==> src/rtl/vc_d_arbiter_pkg.sv <==
// vc_d_arbiter_pkg: shared widths, destination-bit index and source encoding
package vc_d_arbiter_pkg;
    localparam int DATA_WIDTH = 6;
    localparam int CNT_WIDTH  = 8;
    localparam int DEST_BIT   = DATA_WIDTH - 1;
    typedef enum logic {SRC_VC0 = 1'b0, SRC_VC1 = 1'b1} src_e;
endpackage

==> src/rtl/vc_d_arbiter.sv <==
// vc_d_arbiter: fixed-priority VC0/VC1 pop, 2-stage route to D0/D1 with counters and overflow flag
module vc_d_arbiter
    import vc_d_arbiter_pkg::*;
(
    input  logic                  clk,
    input  logic                  reset_L,
    input  logic                  init,
    input  logic                  vc0_empty,
    input  logic                  vc1_empty,
    input  logic [DATA_WIDTH-1:0] vc0_data_out,
    input  logic [DATA_WIDTH-1:0] vc1_data_out,
    input  logic                  d0_almost_full,
    input  logic                  d1_almost_full,
    input  logic                  d0_full,
    input  logic                  d1_full,
    output logic                  vc0_rd_enable,
    output logic                  vc1_rd_enable,
    output logic                  d0_wr_enable,
    output logic                  d1_wr_enable,
    output logic [DATA_WIDTH-1:0] d0_data_in,
    output logic [DATA_WIDTH-1:0] d1_data_in,
    output logic [CNT_WIDTH-1:0]  d0_count,
    output logic [CNT_WIDTH-1:0]  d1_count,
    output logic                  err_overflow,
    output logic                  arb_idle
);
    logic                  active, pop_ok;
    logic                  s1_valid_q, s1_valid_d;
    src_e                  s1_src_q, s1_src_d;
    logic [DATA_WIDTH-1:0] word;
    logic                  d0_wr_q, d0_wr_d, d1_wr_q, d1_wr_d;
    logic [DATA_WIDTH-1:0] d0_data_q, d0_data_d, d1_data_q, d1_data_d;
    logic [CNT_WIDTH-1:0]  d0_count_q, d0_count_d, d1_count_q, d1_count_d;
    logic                  err_q, err_d, idle_q, idle_d;
    always_comb begin
        active        = reset_L && init;
        // destination is unknown until the word arrives, so both flags gate the pop
        pop_ok        = active && !d0_almost_full && !d1_almost_full;
        vc0_rd_enable = pop_ok && !vc0_empty;
        vc1_rd_enable = pop_ok && vc0_empty && !vc1_empty;
        s1_valid_d    = vc0_rd_enable || vc1_rd_enable;
        s1_src_d      = vc1_rd_enable ? SRC_VC1 : SRC_VC0;
        word          = (s1_src_q == SRC_VC1) ? vc1_data_out : vc0_data_out;
        d0_wr_d       = s1_valid_q && !word[DEST_BIT];
        d1_wr_d       = s1_valid_q && word[DEST_BIT];
        d0_data_d     = d0_wr_d ? word : '0;
        d1_data_d     = d1_wr_d ? word : '0;
        d0_count_d    = d0_count_q + CNT_WIDTH'(d0_wr_q);
        d1_count_d    = d1_count_q + CNT_WIDTH'(d1_wr_q);
        err_d         = err_q || (d0_wr_q && d0_full) || (d1_wr_q && d1_full);
        idle_d        = vc0_empty && vc1_empty && !s1_valid_q && !d0_wr_q && !d1_wr_q;
    end
    always_ff @(posedge clk) begin
        if (!reset_L || !init) begin
            s1_valid_q <= 1'b0;
            s1_src_q   <= SRC_VC0;
            d0_wr_q    <= 1'b0;
            d1_wr_q    <= 1'b0;
            d0_data_q  <= '0;
            d1_data_q  <= '0;
            d0_count_q <= '0;
            d1_count_q <= '0;
            err_q      <= 1'b0;
            idle_q     <= 1'b1;
        end else begin
            s1_valid_q <= s1_valid_d;
            s1_src_q   <= s1_src_d;
            d0_wr_q    <= d0_wr_d;
            d1_wr_q    <= d1_wr_d;
            d0_data_q  <= d0_data_d;
            d1_data_q  <= d1_data_d;
            d0_count_q <= d0_count_d;
            d1_count_q <= d1_count_d;
            err_q      <= err_d;
            idle_q     <= idle_d;
        end
    end
    assign d0_wr_enable = d0_wr_q;
    assign d1_wr_enable = d1_wr_q;
    assign d0_data_in   = d0_data_q;
    assign d1_data_in   = d1_data_q;
    assign d0_count     = d0_count_q;
    assign d1_count     = d1_count_q;
    assign err_overflow = err_q;
    assign arb_idle     = idle_q;
endmodule

==> config.mk <==
export PLATFORM = sky130hd
export DESIGN_NAME = vc_d_arbiter
export DESIGN_NICKNAME = d
export VERILOG_FILES = /design/src/rtl/vc_d_arbiter_pkg.sv /design/src/rtl/vc_d_arbiter.sv
export SDC_FILE = /design/constraint.sdc
export NUM_CORES = 1
export LEC_CHECK = 0
export CAP_MARGIN = 20
export CELL_PAD_IN_SITES_DETAIL_PLACEMENT = 1
export CELL_PAD_IN_SITES_GLOBAL_PLACEMENT = 1
export CORE_UTILIZATION = 32
export DETAILED_ROUTE_END_ITERATION = 8
export GPL_TIMING_DRIVEN = 1
export PLACE_DENSITY_LB_ADDON = 0.1
export SETUP_SLACK_MARGIN = 0.5
export SYNTH_ARGS = -nofsm -noshare
export SYNTH_HDL_FRONTEND = slang
export SYNTH_SLANG_ARGS = --single-unit
export TNS_END_PERCENT = 1
==> constraint.sdc <==
create_clock -name clk -period 2.75 [get_ports clk]
set_input_delay 0.55 -clock clk [delete_from_list [all_inputs] [get_ports clk]]
set_output_delay 0.55 -clock clk [all_outputs]
set_load 0.02 [all_outputs]
==> impl_metrics.tcl <==
set metrics [dict create \
    status "complete, no violations" \
    avgSynthCellArea_um2 10.04 \
    ys_ff_latch 34 \
    finalWirelength_mm 2.939 \
    busiest_layer "met2" \
    rsz0062_at_grt "false" \
    num_vias 1091 \
    crit_chain "clkdlybuf4s50_1 -> or3_4 -> nor3b_2 -> buf_4" \
    yosysUniqueCellTypes 25 \
    grt_pass1_vias 1080 \
    clock_latency_ps 280 \
    grt_pass1_wl_mm 4.836 \
    yosys_warnings 0 \
    clk_pin_slew_ps 60 \
    hold_viol 0 \
    stdcell_count 232 \
    power_leakage_nw 0.7258 \
    syn_to_final_growth_pct 57.05 \
    p_per_area_nw_per_um2 466.8 \
    yosysSeqAreaShare_pct 56.02 \
    antenna_found_initial 0 \
    drt-initial-drc-count 48 \
    rows 22 \
    hold_path_class "reg -> reg" \
    io_pins 55 \
    synth_top_cell_by_area "dfxtp_1" \
    grt_usage_pct 15.88 \
    dp_hpwl_mm 2.303 \
    grt_max_degree 14 \
    synth.top_cells.by_area "dfxtp_1 56%, nor2_1 5.6%, mux2i_1 4.9%" \
    coreArea_um2 3661 \
    setup_viol 0 \
    die_y_um 63.62 \
    syn_inst 121 \
    drc 0 \
    cts-root-buf "clkbuf_8" \
    use_met1_pct 18.15 \
    dp.cells 225 \
    start_util_pct 33.19 \
    synth_nets 146 \
    finClkSkew_ps 5.376 \
    synth_ff_type "dfxtp_1" \
    met2_usage_pct 26.06 \
    h-tree-depth 2 \
    syn_area_um2 1215 \
    crit_arrival_ps 1650 \
    drv_slew 0 \
    async_reset_ff_share_pct 0 \
    die_area_um2 4047 \
    drv_cap 0 \
    grt.overflow.total 0 \
    post-cts-setup-buffers 0 \
    use_met3_pct 6.159 \
    gp_congestion 0.6807 \
    crit_path_end_kind "primary output" \
    die_x_um 63.62 \
    ant_nets 0 \
    final_nets 209 \
    final_cell_mix "50 x clkdlybuf4s50_1, 34 x dfxtp_1, 18 x nor2_1" \
    cts_buffers 5 \
    synth-edff-count 0 \
    cp-start-kind "input port" \
    finalInstanceArea_um2 1908 \
    holdBufCountCts 0 \
    cts_sinks 34 \
    numPortBuffers 54 \
    finalCritPeriodShare_pct 80.11 \
    critPathSlowestCell "clkdlybuf4s50_1" \
    min_period_ps 2203 \
    yosys.area.top_type_share_pct 56.02 \
    wire_per_inst_um 12.67 \
    irDropWorstVdd_mv 0.2829 \
    fmax_mhz 453.9 \
    place_area_um2 1834 \
    cts_tree "built" \
    fin_ws_ps 547.1 \
    vias_per_cell 4.703 \
    layout-drive-gt1-share_pct 9.783 \
    critical_path_class "in -> out" \
    place_worst_setup_slack_ps -57.48 \
    critPathMaxFanout 3 \
    p_total_uw 890.8 \
    final_common_cell "clkdlybuf4s50_1" \
    utilization_pct 52.12 \
    cts_buffer_depth 2 \
    detail_route.first_pass.iterations 3 \
    cp_slowest_stage_delay_ps 400 \
    worstPathRequired_ps 2200 \
    diodes 0 \
]
synthesized netlist by cell type, drive strengths merged, types with 2 or more instances:
library cell / instances
a21oi: 7
and3: 4
dfxtp: 34
ha: 4
inv: 3
mux2i: 6
nand2: 6
nand3: 9
nand4: 2
nor2: 18
nor3b: 2
o21ai: 6
or3: 7
xnor2: 2
xor2: 4
registers in the layout, indices dropped and copies added, names as in the netlist, 6 cells and up:
signal and cells:
d1_count 8, d0_data_in 6, d0_count 8, d1_data_in 6
through the flow:
stage,TNS [ps],hold slack (ps)
detailed placement,-57.48,471.1
global route,0,521.8
finish,0,486.2
floorplan,0,441.5
CTS,0,501.3
global placement,-39.08,466.7
where the power goes:
part | internal [mW] | switching [mW]
sequential | 0.495 | 0.00147
combinational | 0.0360 | 0.0202
clock | 0.170 | 0.168
worst max-delay path: cells and delay by family:
kind                   cells  cell delay (ps)
buffers and inverters      2              560
AND/OR/NAND/NOR            2              550
cells by family (layout without fill, tap and decap cells):
| family | after synthesis | count (layout) | synth area share, % |
|---|---|---|---|
| simple gates | 50 | 50 | 21.63 |
| flops | 34 | 34 | 56.02 |
| compound gates | 15 | 15 | 6.797 |
| xor+xnor | 6 | 6 | 4.325 |
| mux | 6 | 6 | 4.944 |
| buf+inv | 5 | 68 | 1.854 |
| fa+ha+maj | 4 | 4 | 4.120 |
| other cells | 1 | 1 | 0.3087 |
routing by layer:
| layer | routed length [um] | part of all wire (%) |
|---|---|---|
| met3 | 175 | 6.0 |
| met2 | 1480 | 50 |
| met4 | 47 | 1.6 |
| met1 | 1236 | 42 |
| met5 | 0 | 0 |
final cells by class:
cell class / instances / area, um^2
Clock inverter: 2 / 10.01
Multi-Input combinational cell: 82 / 516.7
Fill cell: 413 / 1753
Clock buffer: 5 / 68.82
Tap cell: 48 / 60.06
Sequential cell: 34 / 680.7
Inverter: 3 / 11.26
Timing Repair Buffer: 58 / 560.5
final timing paths:
| check | from | endpoint | slack, ps | depth (start not counted) |
|---|---|---|---|---|
| hold / removal | err_overflow$_SDFF_PP0_ | err_overflow$_SDFF_PP0_ | 490 | 2 |
| setup reg to reg | d1_wr_enable$_SDFF_PP0_ | d1_count[6]$_SDFF_PP0_ | 1170 | 5 |
| hold reg to reg | err_overflow$_SDFF_PP0_ | err_overflow$_SDFF_PP0_ | 490 | 2 |
| setup / recovery | d0_almost_full | vc1_rd_enable | 550 | 4 |
timing repair:
| action | in CTS | in global routing |
|---|---|---|
| pin swaps | 2 | 2 |
| setup endpoints to repair | 2 | 1 |
| gates cloned | 0 | 0 |
| resized for setup | 13 | 0 |
Note: power is estimated with default switching activity, not from simulation.
